File: src/rtl/display_printer.sv
// display_printer: buffers signed numbers and turns them into cursor-placed
// display commands (SCROLL / POS CLEAR / NUMBER) over a cmd/data/ready port.
module display_printer #(
   parameter int unsigned COLS       = 20,
   parameter int unsigned ROWS       = 45,
   parameter int unsigned FIFO_DEPTH = 4
) (
   input  logic        clk,
   input  logic        rst,
   input  logic        in_valid,
   input  logic [31:0] in_data,
   input  logic        in_newline,
   output logic        in_ready,
   output logic [3:0]  cmd,
   output logic [47:0] data,
   input  logic        disp_ready
);

   localparam int unsigned NUM_W  = 32;
   localparam int unsigned POS_W  = 8;
   localparam int unsigned CMD_W  = 4;
   localparam int unsigned DATA_W = 2 * POS_W + NUM_W;
   localparam int unsigned PTR_W  = (FIFO_DEPTH > 1) ? $clog2(FIFO_DEPTH) : 1;
   localparam int unsigned PTR_AW = PTR_W + 1;

   localparam logic [CMD_W-1:0] CMD_NOP    = CMD_W'(0);
   localparam logic [CMD_W-1:0] CMD_SCROLL = CMD_W'(1);
   localparam logic [CMD_W-1:0] CMD_CLEAR  = CMD_W'(2);
   localparam logic [CMD_W-1:0] CMD_NUMBER = CMD_W'(3);

   localparam logic [POS_W-1:0] COL_LAST = POS_W'(COLS - 1);
   localparam logic [POS_W-1:0] ROW_LAST = POS_W'(ROWS - 1);

   typedef struct packed {
      logic             newline;
      logic [NUM_W-1:0] num;
   } entry_t;

   typedef enum logic [1:0] {
      S_IDLE,
      S_BREAK,
      S_CLEAR,
      S_NUMBER
   } state_t;

   // FIFO
   entry_t            r_mem [FIFO_DEPTH];
   logic [PTR_AW-1:0] r_wr_ptr;
   logic [PTR_AW-1:0] r_rd_ptr;
   logic              w_full;
   logic              w_empty;
   logic              w_push;
   logic              w_pop;
   entry_t            w_head;

   // Sequencer
   state_t             r_state;
   state_t             r_resume;
   logic [POS_W-1:0]   r_col;
   logic [POS_W-1:0]   r_row;
   logic [NUM_W-1:0]   r_num;
   logic               r_rdy_q;
   logic [CMD_W-1:0]   r_cmd;
   logic [DATA_W-1:0]  r_data;

   state_t             w_state_nxt;
   state_t             w_resume_nxt;
   logic [POS_W-1:0]   w_col_nxt;
   logic [POS_W-1:0]   w_row_nxt;
   logic [NUM_W-1:0]   w_num_nxt;
   logic [CMD_W-1:0]   w_cmd_nxt;
   logic [DATA_W-1:0]  w_data_nxt;
   logic               w_can_issue;

   assign w_empty  = (r_wr_ptr == r_rd_ptr);
   assign w_full   = (r_wr_ptr[PTR_W] != r_rd_ptr[PTR_W]) &&
                     (r_wr_ptr[PTR_W-1:0] == r_rd_ptr[PTR_W-1:0]);
   assign in_ready = !rst && !w_full;
   assign w_push   = in_valid && in_ready;
   assign w_head   = r_mem[r_rd_ptr[PTR_W-1:0]];

   // A new command needs a freshly sampled ready and an idle command bus
   assign w_can_issue = r_rdy_q && (r_cmd == CMD_NOP);

   assign cmd  = r_cmd;
   assign data = r_data;

   // FIFO storage; contents need no reset because the pointers gate every read
   always_ff @(posedge clk) begin
      if (w_push) begin
         r_mem[r_wr_ptr[PTR_W-1:0]] <= {in_newline, in_data};
      end
   end

   // FIFO pointers with an extra wrap bit to tell full from empty
   always_ff @(posedge clk) begin
      if (rst) begin
         r_wr_ptr <= '0;
         r_rd_ptr <= '0;
      end else begin
         if (w_push) r_wr_ptr <= r_wr_ptr + PTR_AW'(1);
         if (w_pop)  r_rd_ptr <= r_rd_ptr + PTR_AW'(1);
      end
   end

   // Sequencer next-state, cursor update and command generation
   always_comb begin
      w_state_nxt  = r_state;
      w_resume_nxt = r_resume;
      w_col_nxt    = r_col;
      w_row_nxt    = r_row;
      w_num_nxt    = r_num;
      w_cmd_nxt    = CMD_NOP;
      w_data_nxt   = r_data;
      w_pop        = 1'b0;

      case (r_state)
         S_IDLE: begin
            if (!w_empty) begin
               w_pop     = 1'b1;
               w_num_nxt = w_head.num;
               if (w_head.newline && (r_col != '0)) begin
                  w_state_nxt  = S_BREAK;
                  w_resume_nxt = S_CLEAR;
               end else begin
                  w_state_nxt = S_CLEAR;
               end
            end
         end

         S_BREAK: begin
            if (r_row == ROW_LAST) begin
               if (w_can_issue) begin
                  w_cmd_nxt   = CMD_SCROLL;
                  w_data_nxt  = '0;
                  w_col_nxt   = '0;
                  w_state_nxt = r_resume;
               end
            end else begin
               w_row_nxt   = r_row + POS_W'(1);
               w_col_nxt   = '0;
               w_state_nxt = r_resume;
            end
         end

         S_CLEAR: begin
            if (w_can_issue) begin
               w_cmd_nxt   = CMD_CLEAR;
               w_data_nxt  = {r_col, r_row, NUM_W'(0)};
               w_state_nxt = S_NUMBER;
            end
         end

         S_NUMBER: begin
            if (w_can_issue) begin
               w_cmd_nxt  = CMD_NUMBER;
               w_data_nxt = {r_col, r_row, r_num};
               w_col_nxt  = r_col + POS_W'(1);
               if (r_col == COL_LAST) begin
                  w_state_nxt  = S_BREAK;
                  w_resume_nxt = S_IDLE;
               end else begin
                  w_state_nxt = S_IDLE;
               end
            end
         end

         default: begin
            w_state_nxt = S_IDLE;
         end
      endcase
   end

   // Sequencer registers, registered command outputs and ready sampler
   always_ff @(posedge clk) begin
      if (rst) begin
         r_state  <= S_IDLE;
         r_resume <= S_IDLE;
         r_col    <= '0;
         r_row    <= '0;
         r_num    <= '0;
         r_rdy_q  <= 1'b0;
         r_cmd    <= CMD_NOP;
         r_data   <= '0;
      end else begin
         r_state  <= w_state_nxt;
         r_resume <= w_resume_nxt;
         r_col    <= w_col_nxt;
         r_row    <= w_row_nxt;
         r_num    <= w_num_nxt;
         r_rdy_q  <= disp_ready;
         r_cmd    <= w_cmd_nxt;
         r_data   <= w_data_nxt;
      end
   end

endmodule

File: config.mk
export PLATFORM = sky130hd
export DESIGN_NAME = display_printer
export DESIGN_NICKNAME = d
export VERILOG_FILES = /design/src/rtl/display_printer.sv
export SDC_FILE = /design/constraint.sdc
export NUM_CORES = 1
export LEC_CHECK = 0
export BUFFER_PORTS_ARGS = -buffer_cell sky130_fd_sc_hd__buf_4
export CAP_MARGIN = 40
export CORE_ASPECT_RATIO = 0.9
export CORE_MARGIN = 3
export CORE_UTILIZATION = 40
export CTS_CLUSTER_SIZE = 16
export DETAILED_ROUTE_END_ITERATION = 7
export PLACE_DENSITY_LB_ADDON = 0.25
export SLEW_MARGIN = 20
export SYNTH_ARGS = -nofsm -noshare
export SYNTH_HDL_FRONTEND = slang
export SYNTH_SLANG_ARGS = --single-unit
File: constraint.sdc
create_clock -name clk -period 2.18 [get_ports clk]
set_clock_uncertainty 0.2 [all_clocks]
set_input_delay 0.218 -clock clk [delete_from_list [all_inputs] [get_ports clk]]
set_output_delay 0.218 -clock clk [all_outputs]
set_load 0.01 [all_outputs]
==> results.yml <==
floorplan:
  num_rows: 52
  die_x_um: 167
  dieArea_um2: 25100
  start_util_pct: 41.0
  die_height_um: 151
  io_pins: 90
  core_area_um2: 22600
cells_and_area:
  diodes: 0
  drive_above_1_share_pct: 25.3
  seqCellArea_um2: 6170
  multiInputGateArea_um2: 2900
  final_util_pct: 51.5
  nNetsFinal: 886
  design_area_um2: 11700
  fill_cells: 1978
  area_delta_synth_final_pct: 25.4
synth:
  synthTopCellsByArea: "edfxtp_1 43%, dfxtp_1 24%, mux4_2 8.0%, a21oi_1 4.0%, nand2_1 3.2%"
  synth.distinct_cells: 55
  synth_seq_cells: 242
  ys_warn_count: 0
  syn_area_per_cell_um2: 13.3
  synth_top_area_cell: "edfxtp_1"
  seq_area_frac_synth_pct: 66.4
  synth_edf_count: 132
  synth-async-reset-ratio_pct: 0
  synth_ff_type: "edfxtp_1"
  synth_area_um2: 9290
  synthCells: 701
  synth_top_area_share_pct: 42.7
timing:
  holdWs_ns: 0.241
  post-route-period-util_pct: 97.2
  fin_crit_ns: 2.12
  maxSlewViolCount: 0
  worst_pin_slew_ns: 0.632
  maxSlewHeadroom_pct: 57.9
  rsz0062_at_grt: "yes"
  setup_viol: 0
  fmax_ghz: 0.472
  hold_viol: 0
critical_path:
  end_kind: "flip-flop"
  crit_cells: 4
  cpMaxStageDelayCell: "dfxtp_1"
  cp_slowest_stage_delay_ns: 0.42
  critPathKind: "flip-flop to flip-flop"
  crit_chain: "xor2_1 -> o311a_1 -> and2_2 -> buf_12"
  crit_path_max_fanout: 24
  critPathTopFamily: "flip-flops"
  cp.arrival_ns: 2.12
  critPathLaunchType: "flip-flop"
  crit_buf_inv: 1
  required_ns: 2.18
  ff2ff_path_depth: 4
drt:
  avgRoutedWirePerCell_um: 18.5
  num_vias: 6213
  wl_um: 21400
  drc: 0
  firstDrtPassIters: 4
  first_iter_violations: 404
  viasPerCell: 5.37
  ant_nets: 0
placed_design:
  placed_area_um2: 10500
  detailed_place_hpwl_um: 13900
  gp_congestion: 0.886
  port_buffers: 87
clock_tree:
  clk_latency_ns: 0.51
  h-tree-depth: 1
  cts_sinks: 242
  ctsRootBufferMaster: "clkbuf_16"
  cts_buffers: 25
  clock_path_buffers: 3
  cts_tree: "done"
  clk_pin_slew_worst_paths_ns: 0.06
min_path:
  min_path_cells: 2
  min_path_type: "input port to flip-flop"
grt:
  antenna_found_initial: 0
  grt_start_max_net_pins: 58
  grt_overflow: 0
  grt.total_usage_pct: 17.0
  grt_pass1_wl_um: 34200
  grt_pass1_vias: 6267
power:
  p_per_area_nw_per_um2: 1020
  p_leak_nw: 4.09
  vdd_ir_drop_max_mv: 0.781
flow_run:
  maxCapViolCount: 0
run_status:
  status: "completed"
-- stage by stage --
step	total power, mW	TNS (ns)	std cells	setup WS, ns
after floorplan	7.04	0	702	0.144
after global routing	12.4	-2.65	1156	-0.0628
after detailed placement	7.94	0	1074	0.0586
final	11.9	0	1156	0.0610
after CTS	12.0	0	1156	0.0203
after global placement	7.87	0	1074	0.158
-- state kept, by name, summed over array words and instances (netlist names), 3 cells and up, named ones only --
signal,flops
r_mem,132
r_num,32
r_rd_ptr,3
r_row,8
data,48
r_wr_ptr,3
r_col,8
-- final timing paths --
check	start	to	slack, ns
hold reg to reg	r_num[4]$_SDFFE_PP0P_	r_num[4]$_SDFFE_PP0P_	0.26
setup / recovery	r_rd_ptr[0]$_SDFFE_PP0P_	r_mem[0][7]$_DFFE_PP_	0.06
hold / removal	in_data[30]	r_mem[3][30]$_DFFE_PP_	0.24
setup reg to reg	r_rd_ptr[0]$_SDFFE_PP0P_	r_mem[0][7]$_DFFE_PP_	0.06
-- routing by layer --
metal	GRT usage (%)	part of all wire, %	vias to the layer above
met5	0	0	-
met4	4.16	1.9	0
met3	2.73	4.6	33
met2	28.7	48	166
met1	23.2	46	3097
li1	-	-	2917
-- where the power goes --
part	total [mW]	internal, mW	switching [mW]
clock	3.99	2.32	1.67
sequential	5.38	5.15	0.237
combinational	2.51	1.05	1.46
-- placed cells by master, fill, tap and decap left out, drive strengths merged, types with 2 or more instances in the layout --
master,n
edfxtp,132
buf,128
dfxtp,110
nand2,80
a21oi,74
o21ai,41
nand4,37
dlygate4sd3,36
clkbuf,35
mux4,33
a22o,15
nor2,14
nand3,14
inv,13
xnor2,9
ha,9
clkinv,8
a21o,6
and2,5
xor2,4
and3,4
nor2b,3
mux2i,3
nor3,3
a211oi,3
o31ai,3
o211ai,3
a31oi,3
o311a,2
and4,2
o2111ai,2
nor4,2
or4,2
conb,2
or3b,2
nor3b,2
-- cell type report --
class                           instances  area share [%]
Clock buffer                           35            5.89
Clock inverter                         11           0.730
Inverter                               12           0.387
Multi-Input combinational cell        395            24.9
Sequential cell                       242            53.0
Tap cell                              297            3.19
Timing Repair Buffer                  164            12.0
-- logic make-up after synthesis --
family	synth area share [%]
flip-flops	66.4
AND/OR/NAND/NOR	9.45
AO/OA/AOI/OAI	10.4
buffers and inverters	3.02
multiplexers	8.32
XOR/XNOR	1.23
adder cells (fa/ha/maj)	1.21
other	0.0404
-- Yosys cell counts (9+ instances only) --
| cell type | instances |
|---|---|
| nand2_1 | 80 |
| inv_1 | 12 |
| mux4_2 | 33 |
| buf_2 | 14 |
| ha_1 | 9 |
| a21oi_1 | 74 |
| o21ai_0 | 39 |
| dfxtp_1 | 110 |
| a22o_1 | 15 |
| nand3_1 | 14 |
| edfxtp_1 | 132 |
| clkbuf_1 | 29 |
| nand4_1 | 37 |
| nor2_1 | 14 |
| xnor2_1 | 9 |
-- timing repair --
| item | in CTS | in global routing |
|---|---|---|
| gates cloned | 0 | 0 |
| resized for setup | 1 | 2 |
| hold buffers | 36 | 0 |
| buffers inserted | 0 | 0 |
| endpoints found under the setup margin | 1 | 145 |
| endpoints found under the hold margin | 134 | 0 |
Note: power is estimated with default switching activity, not from simulation.
